--- config.mk ---
export PLATFORM = sky130hd
export DESIGN_NAME = bd2003_unlock_host
export DESIGN_NICKNAME = d
export VERILOG_FILES = /design/src/rtl/bd2003_pkg.sv /design/src/rtl/bd2003_serial_rx.sv /design/src/rtl/bd2003_unlock_host.sv
export SDC_FILE = /design/constraint.sdc
export NUM_CORES = 1
export LEC_CHECK = 0
export ABC_AREA = 1
export CORE_UTILIZATION = 45
export CTS_CLUSTER_DIAMETER = 200
export DETAILED_ROUTE_END_ITERATION = 16
export GPL_TIMING_DRIVEN = 0
export HOLD_SLACK_MARGIN = 0.1
export PLACE_DENSITY = 0.75
export SYNTH_ARGS = -nofsm -noshare
export SYNTH_HDL_FRONTEND = slang
export SYNTH_HIERARCHICAL = 1
export SYNTH_SLANG_ARGS = --single-unit
--- constraint.sdc ---
create_clock -name CLK -period 1.42 [get_ports CLK]
set_input_delay 0.213 -clock CLK [delete_from_list [all_inputs] [get_ports CLK]]
set_output_delay 0.213 -clock CLK [all_outputs]
set_load 0.02 [all_outputs]
--- src/rtl/bd2003_pkg.sv ---
// Shared constants and state encoding for the BANDAI2003 unlock host.
package bd2003_pkg;

    localparam logic [7:0] ADDR_ACK   = 8'h5A;
    localparam logic [7:0] ADDR_NAK   = 8'hA5;
    localparam logic [7:0] ADDR_NIH   = 8'hFF;
    localparam logic [7:0] ADDR_LAO   = 8'hC0;
    localparam logic [7:0] ADDR_BRAM  = 8'hC1;
    localparam logic [7:0] ADDR_BROM0 = 8'hC2;
    localparam logic [7:0] ADDR_BROM1 = 8'hC3;

    localparam int FRAME_LEN   = 18;
    localparam int PAYLOAD_LEN = FRAME_LEN - 2;

    typedef enum logic [3:0] {
        S_IDLE, S_ACKA, S_NAKA, S_HUNT, S_SHIFT, S_STOP,
        S_READY, S_FAIL, S_RSET, S_RSTB, S_RHLD
    } state_t;

    function automatic logic [7:0] reg_addr(input logic [1:0] idx);
        logic [7:0] a;
        unique case (idx)
            2'd0:    a = ADDR_LAO;
            2'd1:    a = ADDR_BRAM;
            2'd2:    a = ADDR_BROM0;
            default: a = ADDR_BROM1;
        endcase
        return a;
    endfunction

endpackage

--- src/rtl/bd2003_serial_rx.sv ---
// Acknowledge frame receiver: hunts for the start bit, shifts the
// payload LSB first and judges the stop bit and payload value.
module bd2003_serial_rx
    import bd2003_pkg::*;
#(
    parameter int          TIMEOUT = 32,
    parameter logic [15:0] EXPECT  = 16'h28A0
) (
    input  logic        CLK,
    input  logic        RSTn,
    input  logic        arm,
    input  logic        SI,
    output logic        done,
    output logic        ok,
    output logic        timeout,
    output logic [15:0] code
);

    localparam logic [5:0] HUNT_LAST = 6'(TIMEOUT - 1);
    localparam logic [3:0] BIT_LAST  = 4'(PAYLOAD_LEN - 1);

    state_t      st, nst;
    logic [5:0]  hcnt;
    logic [3:0]  bcnt;
    logic [15:0] shreg;

    always_comb begin
        nst     = st;
        done    = 1'b0;
        ok      = 1'b0;
        timeout = 1'b0;
        unique case (st)
            S_HUNT: begin
                if (!SI) begin
                    nst = S_SHIFT;
                end else if (hcnt == HUNT_LAST) begin
                    timeout = 1'b1;
                    nst     = S_IDLE;
                end
            end
            S_SHIFT: if (bcnt == BIT_LAST) nst = S_STOP;
            S_STOP: begin
                done = 1'b1;
                ok   = !SI && (shreg == EXPECT);
                nst  = S_IDLE;
            end
            default: if (arm) nst = S_HUNT;
        endcase
    end

    always_ff @(posedge CLK) begin
        if (!RSTn) begin
            st    <= S_IDLE;
            hcnt  <= '0;
            bcnt  <= '0;
            shreg <= '0;
            code  <= '0;
        end else begin
            st <= nst;
            unique case (st)
                S_HUNT:  if (hcnt != 6'h3F) hcnt <= hcnt + 6'd1;
                S_SHIFT: begin
                    shreg <= {SI, shreg[15:1]};
                    bcnt  <= bcnt + 4'd1;
                end
                S_STOP:  code <= shreg;
                default: begin
                    hcnt <= '0;
                    bcnt <= '0;
                end
            endcase
        end
    end

endmodule

--- src/rtl/bd2003_unlock_host.sv ---
// Console-side BANDAI2003 initiator: unlock handshake, acknowledge
// check, then three-cycle bank-register bus cycles.
module bd2003_unlock_host
    import bd2003_pkg::*;
#(
    parameter int          TIMEOUT = 32,
    parameter logic [15:0] EXPECT  = 16'h28A0
) (
    input  logic        CLK,
    input  logic        RSTn,
    input  logic        START,
    input  logic        SI,
    input  logic        REQ,
    input  logic        WE,
    input  logic [1:0]  IDX,
    input  logic [7:0]  WDATA,
    input  logic [7:0]  DQ_I,
    output logic [7:0]  ADDR,
    output logic        CEn,
    output logic        SSn,
    output logic        WEn,
    output logic        OEn,
    output logic [7:0]  DQ_O,
    output logic        DQ_OE,
    output logic        BUSY,
    output logic        UNLOCKED,
    output logic        FAIL,
    output logic [15:0] CODE,
    output logic        ACK,
    output logic [7:0]  RDATA
);

    state_t     state, nstate;
    logic       rx_arm, rx_done, rx_ok, rx_to;
    logic       we_q, n_we;
    logic [7:0] n_addr, n_dqo;
    logic       n_ssn, n_wen, n_oen, n_dqoe, n_ack;

    assign rx_arm = (state == S_NAKA);

    bd2003_serial_rx #(
        .TIMEOUT (TIMEOUT),
        .EXPECT  (EXPECT)
    ) u_rx (
        .CLK     (CLK),
        .RSTn    (RSTn),
        .arm     (rx_arm),
        .SI      (SI),
        .done    (rx_done),
        .ok      (rx_ok),
        .timeout (rx_to),
        .code    (CODE)
    );

    always_ff @(posedge CLK) begin
        if (!RSTn) state <= S_IDLE;
        else       state <= nstate;
    end

    always_comb begin
        nstate = state;
        n_addr = ADDR_NIH;
        n_ssn  = 1'b1;
        n_wen  = 1'b1;
        n_oen  = 1'b1;
        n_dqo  = '0;
        n_dqoe = 1'b0;
        n_ack  = 1'b0;
        n_we   = we_q;
        unique case (state)
            S_IDLE, S_FAIL: begin
                if (START) begin
                    nstate = S_ACKA;
                    n_addr = ADDR_ACK;
                end
            end
            S_ACKA: begin
                nstate = S_NAKA;
                n_addr = ADDR_NAK;
            end
            S_NAKA: nstate = S_HUNT;
            S_HUNT: begin
                if (rx_to || (rx_done && !rx_ok)) nstate = S_FAIL;
                else if (rx_done)                 nstate = S_READY;
            end
            S_READY: begin
                if (REQ) begin
                    nstate = S_RSET;
                    n_we   = WE;
                    n_addr = reg_addr(IDX);
                    n_ssn  = 1'b0;
                    n_dqoe = WE;
                    n_dqo  = WE ? WDATA : '0;
                end
            end
            S_RSET, S_RSTB: begin
                nstate = (state == S_RSET) ? S_RSTB : S_RHLD;
                n_addr = ADDR;
                n_ssn  = 1'b0;
                n_dqoe = DQ_OE;
                n_dqo  = DQ_O;
                // strobe only during RSTB; RHLD releases it and acks
                n_wen  = (state == S_RSET) ? !we_q : 1'b1;
                n_oen  = (state == S_RSET) ? we_q : 1'b1;
                n_ack  = (state == S_RSTB);
            end
            S_RHLD:  nstate = S_READY;
            default: nstate = S_IDLE;
        endcase
    end

    always_ff @(posedge CLK) begin
        if (!RSTn) begin
            ADDR     <= ADDR_NIH;
            CEn      <= 1'b1;
            SSn      <= 1'b1;
            WEn      <= 1'b1;
            OEn      <= 1'b1;
            DQ_O     <= '0;
            DQ_OE    <= 1'b0;
            BUSY     <= 1'b0;
            UNLOCKED <= 1'b0;
            FAIL     <= 1'b0;
            ACK      <= 1'b0;
            RDATA    <= '0;
            we_q     <= 1'b0;
        end else begin
            ADDR     <= n_addr;
            CEn      <= 1'b1;
            SSn      <= n_ssn;
            WEn      <= n_wen;
            OEn      <= n_oen;
            DQ_O     <= n_dqo;
            DQ_OE    <= n_dqoe;
            ACK      <= n_ack;
            we_q     <= n_we;
            BUSY     <= nstate inside {S_ACKA, S_NAKA, S_HUNT,
                                       S_RSET, S_RSTB, S_RHLD};
            UNLOCKED <= nstate inside {S_READY, S_RSET, S_RSTB, S_RHLD};
            FAIL     <= (nstate == S_FAIL);
            if (state == S_RSTB && !we_q) RDATA <= DQ_I;
        end
    end

endmodule

==> Word-level counts from Yosys, hierarchy flattened <==
Cells that the tools add are included.
{ "totals": {"regBits": 83, "input_bits": 24, "output_inout_bits": 49, "wordCells": 100} }
{ "classes": {"addsub": 2, "n_eq_ne": 28, "muxes": 30, "n_bitwise": 1, "reduce_logical": 21} }
{ "op_table": {"columns": ["cell", "count"], "rows": [
  ["$mux W4", 8],
  ["$pmux W8 S4", 1],
  ["$eq A4 B4 Y1 const B", 7],
  ["$pmux W4 S7", 1],
  ["$eq A4 B3 Y1 const B", 6],
  ["$mux W8", 3],
  ["$eq A4 B2 Y1 const B", 5],
  ["$eq A16 B14 Y1 const B", 1],
  ["$pmux W8 S2", 1],
  ["$mux W6", 2],
  ["$pmux W4 S3", 1],
  ["$pmux W6 S2", 1],
  ["$eq A4 B1 Y1 const B", 2],
  ["$pmux W4 S2", 1],
  ["$reduce_bool A4 Y1", 2],
  ["$reduce_or A2 Y1", 4],
  ["$mux W1", 7],
  ["$add A6 B1 Y6 const B", 1],
  ["$eq A6 B5 Y1 const B", 1],
  ["$ne A6 B6 Y1 const B", 1],
  ["$pmux W2 S3", 1],
  ["$reduce_and A2 Y1", 3],
  ["$reduce_and A3 Y1", 2],
  ["$reduce_bool A6 Y1", 1],
  ["other kinds (13)", 19]
]} }

==> Depth between registers and ports, before layout <==
{ "logic_depth": {"word_depth": 10, "mapped_depth": 14, "depth_no_buf": 14} }

==> Modules after synthesis <==
The synthesis kept the hierarchy.
{ "modules_own_cells": {"columns": ["mod", "instances", "cells_per_inst", "area_each_um2", "seq_area_each_um2"], "rows": [
  ["bd2003_serial_rx", 1, 252, 1910.6, 900.9],
  ["bd2003_unlock_host", 1, 191, 1448.9, 700.7]
]} }

==> Least setup slack after synthesis <==
No wires, ideal clock.
{ "synth_path": {"path_type": "flip-flop to flip-flop", "startpoint": "register u_rx.st[2]", "endpoint": "register BUSY", "setup_ps": 113, "arrival_ps": 1416, "t_required_ps": 1307, "path_slack_ps": -109, "stages_incl_launch_ff": 15, "synth_period_minus_slack_ps": 1529, "path_cell_list": "dfxtp_1 -> inv_2 -> nor2_4 -> nand2_2 -> nor2_1 -> and3_1 -> inv_1 -> nand2_1 -> nand3_1 -> nand2_1 -> nand2_1 -> nor2_2 -> nand2_1 -> nand3_1 -> nand2_1"} }
{ "synth_via": {"elab_chain_len": 9} }
{ "synth_rtl": {"columns": ["item", "line", "text"], "rows": [
  ["start, declared", "bd2003_serial_rx.sv:22", "state_t st, nst;"],
  ["start signal, assigned", "bd2003_serial_rx.sv:59", "st <= nst;"],
  ["$eq A4 B3 Y1 *", "bd2003_serial_rx.sv:32", "unique case (st)"],
  ["$mux W1 *", "bd2003_serial_rx.sv:32", null],
  ["net rx_ok", "bd2003_unlock_host.sv:34", "logic rx_arm, rx_done, rx_ok, rx_to;"],
  ["$logic_not A1 Y1 *", "bd2003_unlock_host.sv:83", "if (rx_to || (rx_done && !rx_ok)) nstate = S_FAIL;"],
  ["$logic_and A1 B1 Y1 *", "bd2003_unlock_host.sv:83", null],
  ["$logic_or A1 B1 Y1 *", "bd2003_unlock_host.sv:83", null],
  ["$mux W4 *", "bd2003_unlock_host.sv:83", null],
  ["$pmux W4 S7 *", "bd2003_unlock_host.sv:70", "unique case (state)"],
  ["$eq A4 B1 Y1 (tied with other cells)", "bd2003_unlock_host.sv:137", "BUSY <= nstate inside {S_ACKA, S_NAKA, S_HUNT,"],
  ["$reduce_bool A6 Y1 *", "bd2003_unlock_host.sv:137", null],
  ["end signal, assigned", "bd2003_unlock_host.sv:137", null],
  ["end, declared", "bd2003_unlock_host.sv:25", "output logic BUSY,"]
]} }
Mark *: on every way through the listed nets, which the timed path passes. The rest lies on a longest branch.
A chain may end at the register's enable or synchronous reset.

==> Final worst setup path <==
Ends and elaborated chain as after synthesis.

==> impl_results.md <==
- Per-cell routed wire length: between 10 and 15 um
- 1st-pass router iterations: 5
- RSZ-0062 raised after global routing: yes
- Row Count: 31
- Synth Cell Area: between 0.003 and 0.004 mm2
- Layout Skew: just over 7 ps
- GRT Total Usage: between 20% and 30%
- Number of synthesized register bits: 80
- Post-synthesis sequential area ratio: a little under half
- Gpl congestion: about 0.86
- Yosys cell types: 31
- DIE AREA: 0.00782 mm2
- Syn Area/Cell: approximately 7.6 um2
- Initial antenna violation count: 0
- Final hold violations: 0
- Clock Latency Late Sink: between 300 and 400 ps
- Global-route wire length before repair: between 10000 and 15000 um
- Initial Util: a little under half
- WP data arrival: 1880 ps
- Core Util, Final: between 60% and 70%
- Commonest non-fill, non-tap cells in the layout: nand2_1 (85), dfxtp_1 (71), a21oi_1 (50)
- CTS H-tree depth: 3
- Total CTS buffers: 9
- Worst hold endpoint: DQ_O[1]
- Hold-fix buffers, CTS: 0
- Core box area: a little over 0.007 mm2
- Dpl ws: -477 ps
- CTS tree: yes
- Lkg Pwr: 2.08 nW
- Peak supply drop: 0.716 mV
- Crit path buf inv count: 2
- R2R setup slack: -200 ps
- Post-route ant nets: 0
- Max-cap violations: 0
- Cell count along the critical path: 14
- Largest net degree at the start of global routing: 16
- GRT met2 Usage: 35.0%
- Path type of the worst min-delay path: input pin to register
- Layout Nets: roughly 570
- Hold Crit Start: WE
- Area grow syn2layout: 37.8%
- Worst r2r src: u_rx/st[2]
- Tcrit/Tclk final: 114%
- Cell area after layout: 0.00463 mm2
- Share of layout cells above drive strength 1: between 20 and 25%
- Grt total ovfl: 0
- CTS clk-pin slew, worst paths: approximately 80 ps
- DR iter-0 viols: roughly 140
- Placed Cells: 612
- Post-Layout Cell Count: between 600 and 700
- R2R Path End: BUSY
- Critical path fanouts, max: 5
- Minimum clock period: between 1500 and 2000 ps
- R2r worst-path depth: 14
- Failing checks: negative setup slack
- Clock Path Buffers: 2
- F_max: 616 MHz
- Cell Chain, Critical Path: inv_4 > nor2_4 > nand2_4 > nor2_4 > and3_4 > inv_2 > nand2_2 > nand3_2 > nand2_2 > nand2_2 > nor2_4 > nand2_2 > nand3_2 > nand2_1
- Peak per-stage delay on the critical path: around 360 ps
- Post-placement cell area: about 0.0042 mm2
- GRT busiest layer: met2
- Top delay family on crit path: simple AND/OR/NAND/NOR gates
- Most common cell on crit path: nand2_2
- Setup crit end kind: register
- Drt total wl: 8620 um
- M1 GR Usage: between 20% and 30%
- I/O Buffers: 70
- Post-route setup TNS: -861 ps
- GRT met3 Usage: under 10%
- HPWL Detailed: 5770 um
- Worst hold margin: around 190 ps
- Final setup vio count: 8
- Root buf cell: clkbuf_8
- Crit start category: register
- # diodes: 0
- Avg Vias per Cell: roughly 4.9
- Pwr Density: between 1000 and 1500 mW/mm2
- Clock sink count: 80
- Vias in the first global route: between 2000 and 3000
- Setup WS post-layout: -203 ps
- Max-slew violations: 0
- Pwr Total: 5.79 mW
- CP max-delay cell: dfxtp_2
- I/O pin cnt: 73
- Synth Instances: 443
- CP required: 1670 ps
- Run status: complete, but fails checks
- Drt drc: 0
- Synth Net Count: ~470
- DIE WIDTH: between 80 and 90 um
- Die Height: 88.4 um
- Min-Delay Path Depth: 3
- Setup CP Type: register to register
- Total number of vias: ~3200
- Yosys Warn Count: 6
- Most common cell after layout, fill and taps aside: nand2_1
worst reg2reg max path, stage by stage, from the launching register on:
cell     delay [ps]
dfxtp_2         360
inv_4            40
nor2_4          110
nand2_4          90
nor2_4          120
and3_4          180
inv_2            30
nand2_2          60
nand3_2          70
nand2_2          70
nand2_2          60
nor2_4          130
nand2_2          70
nand3_2          70
nand2_1          50
logic make-up (layout without fill, tap and decap cells):
group | count (synthesis) | after routing | synth area share (%)
other | 1 | 1 | 0.112
AO/OA/AOI/OAI | 92 | 92 | 14.3
AND/OR/NAND/NOR | 199 | 199 | 27.1
flip-flops | 80 | 80 | 47.7
buffers and inverters | 69 | 177 | 10.1
adder cells (fa/ha/maj) | 2 | 2 | 0.745
worst max-delay path by stage:
stage,from,to,slack (ps)
after CTS,u_rx/st[2],BUSY,-210
after global routing,u_rx/st[2],BUSY,-310
after global placement,RSTn,state[0],-450
after detailed placement,RSTn,DQ_O[0],-480
final,u_rx/st[2],BUSY,-200
after floorplan,u_rx/st[2],BUSY,-40
Yosys cell counts (all sizes together):
master   count  share of area [%]
o21a         1               0.22
nor3         3               0.45
clkbuf       5               0.56
o21bai       1               0.22
o21ai       35                5.2
conb         1               0.11
nand3       32                5.9
o211ai       1               0.37
nand3b       1               0.22
dfxtp       80                 48
and3         1               0.19
nor2        57                7.4
ha           2               0.74
buf         15                3.8
a21oi       53                8.0
nand4        3               0.56
nand2      101                 12
or2          1               0.19
o2111ai      1               0.26
inv         49                5.7
routing by layer:
layer | part of all wire [%] | up-vias
li1 | - | 1624
met1 | 44 | 1481
met3 | 4.9 | 12
met5 | 0 | -
met4 | 1.3 | 0
met2 | 49 | 79
power breakdown:
group | total (mW) | switching (mW) | internal [mW]
registers | 2.73 | 0.234 | 2.50
clock network | 1.53 | 0.884 | 0.649
logic | 1.53 | 0.915 | 0.610
layout make-up:
| class | instances | area (um2) |
|---|---|---|
| fill | 648 | 2630 |
| multi-input combinational | 294 | 1550 |
| buffer | 20 | 155 |
| clock buffer | 9 | 124 |
| clock inverter | 7 | 56.3 |
| tap | 99 | 124 |
| sequential | 80 | 1610 |
| inverter | 49 | 194 |
| timing repair buffer | 92 | 813 |
registers in the layout, indices dropped and copies added (netlist names), 3 cells and up:
name        cells
u_rx/code      16
u_rx/shreg     16
DQ_O            8
RDATA           8
ADDR            6
u_rx/hcnt       6
state           4
u_rx/bcnt       4
u_rx/st         3
what timing repair did:
| item | in CTS | in global routing |
|---|---|---|
| buffers inserted | 16 | 9 |
| pin swaps | 9 | 17 |
| setup endpoints to repair | 62 | 48 |
| resized for setup | 66 | 34 |
Note: power is estimated with default switching activity, not from simulation.
==> edit 1 (same settings) <==
Make the reset (`RSTn`) asynchronous in 3 clocked blocks.
--- a/src/rtl/bd2003_serial_rx.sv
+++ b/src/rtl/bd2003_serial_rx.sv
@@ -49,5 +49,5 @@
     end
 
-    always_ff @(posedge CLK) begin
+    always_ff @(posedge CLK or negedge RSTn) begin
         if (!RSTn) begin
             st    <= S_IDLE;
--- a/src/rtl/bd2003_unlock_host.sv
+++ b/src/rtl/bd2003_unlock_host.sv
@@ -53,5 +53,5 @@
     );
 
-    always_ff @(posedge CLK) begin
+    always_ff @(posedge CLK or negedge RSTn) begin
         if (!RSTn) state <= S_IDLE;
         else       state <= nstate;
@@ -110,5 +110,5 @@
     end
 
-    always_ff @(posedge CLK) begin
+    always_ff @(posedge CLK or negedge RSTn) begin
         if (!RSTn) begin
             ADDR     <= ADDR_NIH;
Function: differs if RSTn is asserted again (counterexample within 4 cycles, from zero or initial values and one cycle with RSTn low); with RSTn held inactive, the same outputs for 10 cycles.
==> edit 1 against the unedited design <==
  * The run still ends with setup timing left
  * Sequential share of layout area grew 6.3 points
  * Area after synthesis grew 7.3%
  * Sequential cell count did not move
  * Final cell count down 5.2%
  * Non-clock buffer count fell by 12
  * Worst setup slack improved by 40 ps
  * Via count is 6.3% lower
  * Synthesized cell count decreased by 7.0%
  * Global-route usage shrank 2.0 points
  * Cell area increased by 6.0%
  * Routed wire length shrank 8.6%
Power is not compared: it rests on default switching activity, and its combinational part moved more than twofold at a synthesized area within 25%.
==> edit 1: results <==
export IMPL_synth_ff_type="dfrtp_1"
export IMPL_grt_pass1_vias=2992
export IMPL_fin_ws_ps=-162.8
export IMPL_via_per_inst=4.862
export IMPL_grt_max_degree=47
export IMPL_wl_per_cell_um=12.78
export IMPL_grt_pass1_wl_um=13510
export IMPL_gp_congestion=0.7749
export IMPL_clkSlewWorstSetupHoldPaths_ps=80
export IMPL_drive_gt1_share_pct=25.68
export IMPL_dr_pass1_iters=4
export IMPL_final_nets=536
export IMPL_violations="setup timing"
export IMPL_dp_cells=585
export IMPL_globalRouteTotalUtil_pct=20.30
export IMPL_synth_common_cells="127 x nand2_1, 71 x dfrtp_1, 38 x inv_1"
export IMPL_insertion_delay_ps=350
export IMPL_r2r_end="BUSY$_DFF_PN0_"
export IMPL_hpwl_um=5498
export IMPL_async_flop_share_pct=100.0
export IMPL_r2r_start="u_rx/shreg[2]$_DFFE_PN0P_"
export IMPL_synthTopCellsByArea="dfrtp_1 49%, nand2_1 13%, dfstp_2 6.6%, nand3_1 5.1%, o21ai_0 4.9%"
export IMPL_crit_path_max_fanout=4
export IMPL_arrival_ps=1830
export IMPL_tns_ps=-593.0
export IMPL_crit_path_end="BUSY$_DFF_PN0_"
export IMPL_synth_cell_types=34
export IMPL_synth_seq_area_share_pct=55.83
export IMPL_final_setup_skew_ps=7.260
export IMPL_dp_slack_ps=-532.1
export IMPL_finalWirelength_um=7874
export IMPL_netlist_instances=412
export IMPL_setup_viol=5
export IMPL_fill_cells=630
export IMPL_holdWs_ps=256.4
export IMPL_drt_iter0_drc=120
export IMPL_synth_nets=438
export IMPL_status="complete, but fails checks"
edit 1: repair_timing:
action,CTS,global route
buffers inserted,7,8
endpoints found under the setup margin,61,37
gates resized for setup,78,40
hold buffers,1,0
endpoints found under the hold margin,31,0
pin swaps,7,16
edit 1: metal layers:
metal | up-vias | global-route usage, % | part of all wire [%]
li1 | 1500 | - | -
met1 | 1425 | 24.53 | 43
met2 | 61 | 34.84 | 52
met3 | 9 | 5.863 | 3.9
met4 | 0 | 6.349 | 1.1
met5 | - | 0 | 0
edit 1: area by class of cell:
cell class | count | share of cell area (%)
Buffer | 13 | 2.168
Clock buffer | 10 | 2.806
Clock inverter | 5 | 1.148
Inverter | 52 | 4.056
Multi-Input combinational cell | 267 | 29.34
Sequential cell | 80 | 41.17
Tap cell | 102 | 2.602
Timing Repair Buffer | 87 | 16.71
edit 1: worst min path at each step:
stage / startpoint / to / cells past startpoint
finish: WE / DQ_O[2]$_DFFE_PN0P_ / 3
CTS: WE / DQ_O[2]$_DFFE_PN0P_ / 3
global placement: we_q$_DFFE_PN0P_ / WEn$_DFF_PN1_ / 1
detailed placement: RSTn / u_rx/code[2]$_DFFE_PN0P_ / 1
floorplan: RSTn / ACK$_DFF_PN0_ / 0
global route: WE / DQ_O[6]$_DFFE_PN0P_ / 3
edit 1: cells by family (layout without fill, tap and decap cells):
kind of cell,Yosys count,in the layout,synth area share [%]
xor+xnor,3,3,0.7288
other cells,1,1,0.1040
compound gates,49,49,7.356
simple gates,212,212,27.10
fa+ha+maj,2,2,0.6939
flops,80,80,55.83
buf+inv,65,167,8.189
edit 1: critical path: stages (launching register included):
cell,delay (ps)
dfrtp_1,390
inv_2,70
nand4_1,100
nor2_1,140
nand2_1,60
nor2_1,100
inv_1,60
nand2_2,80
nand3_2,70
nand2_2,60
nand2_2,50
nor2_4,130
nand2_1,70
nand2_1,60
nand2_1,40
edit 1: power by group through the flow:
stage	logic, W	registers (W)	clock network (W)
2_1_floorplan	0.00190	0.00396	0
3_3_place_gp	0.00358	0.00353	0
3_5_place_dp	0.00366	0.00357	0
4_1_cts	0.00360	0.00350	0.00172
5_1_grt	0.00428	0.00365	0.00181
6_report	0.00383	0.00355	0.00166
edit 1: metrics by stage:
step | area, um^2 | util [%]
after floorplan | 3625 | -
after global placement | 4453 | 57.63
after detailed placement | 4478 | 57.95
after CTS | 4712 | 60.98
after global routing | 4905 | 63.47
final | 4905 | 63.47
==> edit 2 (config.mk and constraints unchanged) <==
Without the edit above. The package constant `FRAME_LEN` goes from 18 to 9.
--- a/src/rtl/bd2003_pkg.sv
+++ b/src/rtl/bd2003_pkg.sv
@@ -10,5 +10,5 @@
     localparam logic [7:0] ADDR_BROM1 = 8'hC3;
 
-    localparam int FRAME_LEN   = 18;
+    localparam int FRAME_LEN   = 9;
     localparam int PAYLOAD_LEN = FRAME_LEN - 2;
 
Function: same outputs for any inputs over 10 cycles, from zero or initial values and one cycle with RSTn low; that may be too few to reach the edited logic, so the function may still have changed.
==> edit 2 against the unedited design <==
  * The run still ends with setup timing left
  * Clock skew up 2.4 ps
  * Sequential cell count unchanged
  * Area after synthesis down 1.1%
  * Clock power up 25%
  * Cell area down 0.19%
  * Worst setup slack better by 47 ps
  * Global-route usage down 0.29 points
  * Power up 5.9%
  * Routed wire length down 4.0%
  * Highest routed layer unchanged
==> edit 2: results <==
export IMPL_synth_xor_area_share_pct=0.2637
export IMPL_peakVddDrop_uv=717.9
export IMPL_drive_gt1_share_pct=20.18
export IMPL_num_vias=3244
export IMPL_dpl_cell_area_mm2=0.004149
export IMPL_synth_nets=470
export IMPL_crit_path_max_fanout=3
export IMPL_gp_congestion=0.8036
export IMPL_reg2reg_depth=13
export IMPL_tns_ps=-740.7
export IMPL_dr_pass1_iters=4
export IMPL_arrival_ps=1830
export IMPL_utilization_pct=66.52
export IMPL_status="complete, but fails checks"
export IMPL_r2r_start="u_rx/hcnt[1]$_SDFFE_PN0P_"
export IMPL_hpwl_um=5601
export IMPL_dp_cells=609
export IMPL_wl_met2_um=4080
export IMPL_fin_ws_ps=-155.7
export IMPL_violations="setup timing"
export IMPL_m1WireLength_um=3524
export IMPL_setup_viol=12
export IMPL_grt_pass1_vias=2957
export IMPL_finalCriticalPeriod_ps=1576
export IMPL_synth_cell_types=34
export IMPL_synthTopCellsByArea="dfxtp_1 48%, nand2_1 11%, a21oi_1 7.8%, nor2_1 5.4%, o21ai_0 4.8%"
export IMPL_synth_fa_ha_area_share_pct=1.130
export IMPL_globalRouteTotalUtil_pct=22.00
export IMPL_wl_per_cell_um=12.81
export IMPL_min_to="DQ_O[2]$_SDFFE_PN0P_"
export IMPL_synth_seq_area_share_pct=48.21
export IMPL_holdWs_ps=182.9
export IMPL_final_cells=646
export IMPL_grt_max_degree=14
export IMPL_final_setup_skew_ps=9.485
edit 2: changes by cell type in the layout (fill, tap and decap cells not counted), moves of 2 or more:
cell,before,now
inv_4,4,2
nand2_4,6,4
bufinv_16,0,2
clkbuf_8,9,11
buf_2,3,5
buf_6,9,6
clkinv_4,4,1
clkbuf_1,1,5
nor2_4,8,5
clkbuf_2,4,1
nor2_2,4,6
inv_1,37,40
edit 2: cell type report:
type / count / area share, %
Buffer: 20 / 3.006
Clock buffer: 12 / 3.359
Clock inverter: 4 / 1.652
Inverter: 50 / 4.171
Multi-Input combinational cell: 293 / 32.80
Sequential cell: 80 / 34.99
Tap cell: 96 / 2.600
Timing Repair Buffer: 91 / 17.42
edit 2: worst max path at each step:
stage                          end  slack, ps  depth (start not counted)
3_3_place_gp       BUSY$_SDFF_PN0_       -500                         14
6_report       UNLOCKED$_SDFF_PN0_       -160                         13
4_1_cts            BUSY$_SDFF_PN0_       -220                         14
3_5_place_dp       BUSY$_SDFF_PN0_       -510                         14
2_1_floorplan      BUSY$_SDFF_PN0_        -40                         14
5_1_grt        UNLOCKED$_SDFF_PN0_       -230                         13
edit 2: timing repair:
action / 4_1_cts / 5_1_grt
gates resized for setup: 61 / 30
buffers inserted: 15 / 8
pin swaps: 9 / 14
setup endpoints to repair: 61 / 36
gates cloned: 0 / 0
edit 2: report_power, final:
group / internal (W) / switching, W / leakage (nW)
logic: 0.000601 / 0.000902 / 1.34
registers: 0.00251 / 0.000210 / 0.653
clock network: 0.00109 / 0.000824 / 0.113
total: 0.00420 / 0.00194 / 2.11
edit 2: metal layers:
metal	track usage, %	vias up
met1	24.90	1511
met3	5.655	19
li1	-	1622
met5	0	-
met4	11.03	0
met2	38.34	92
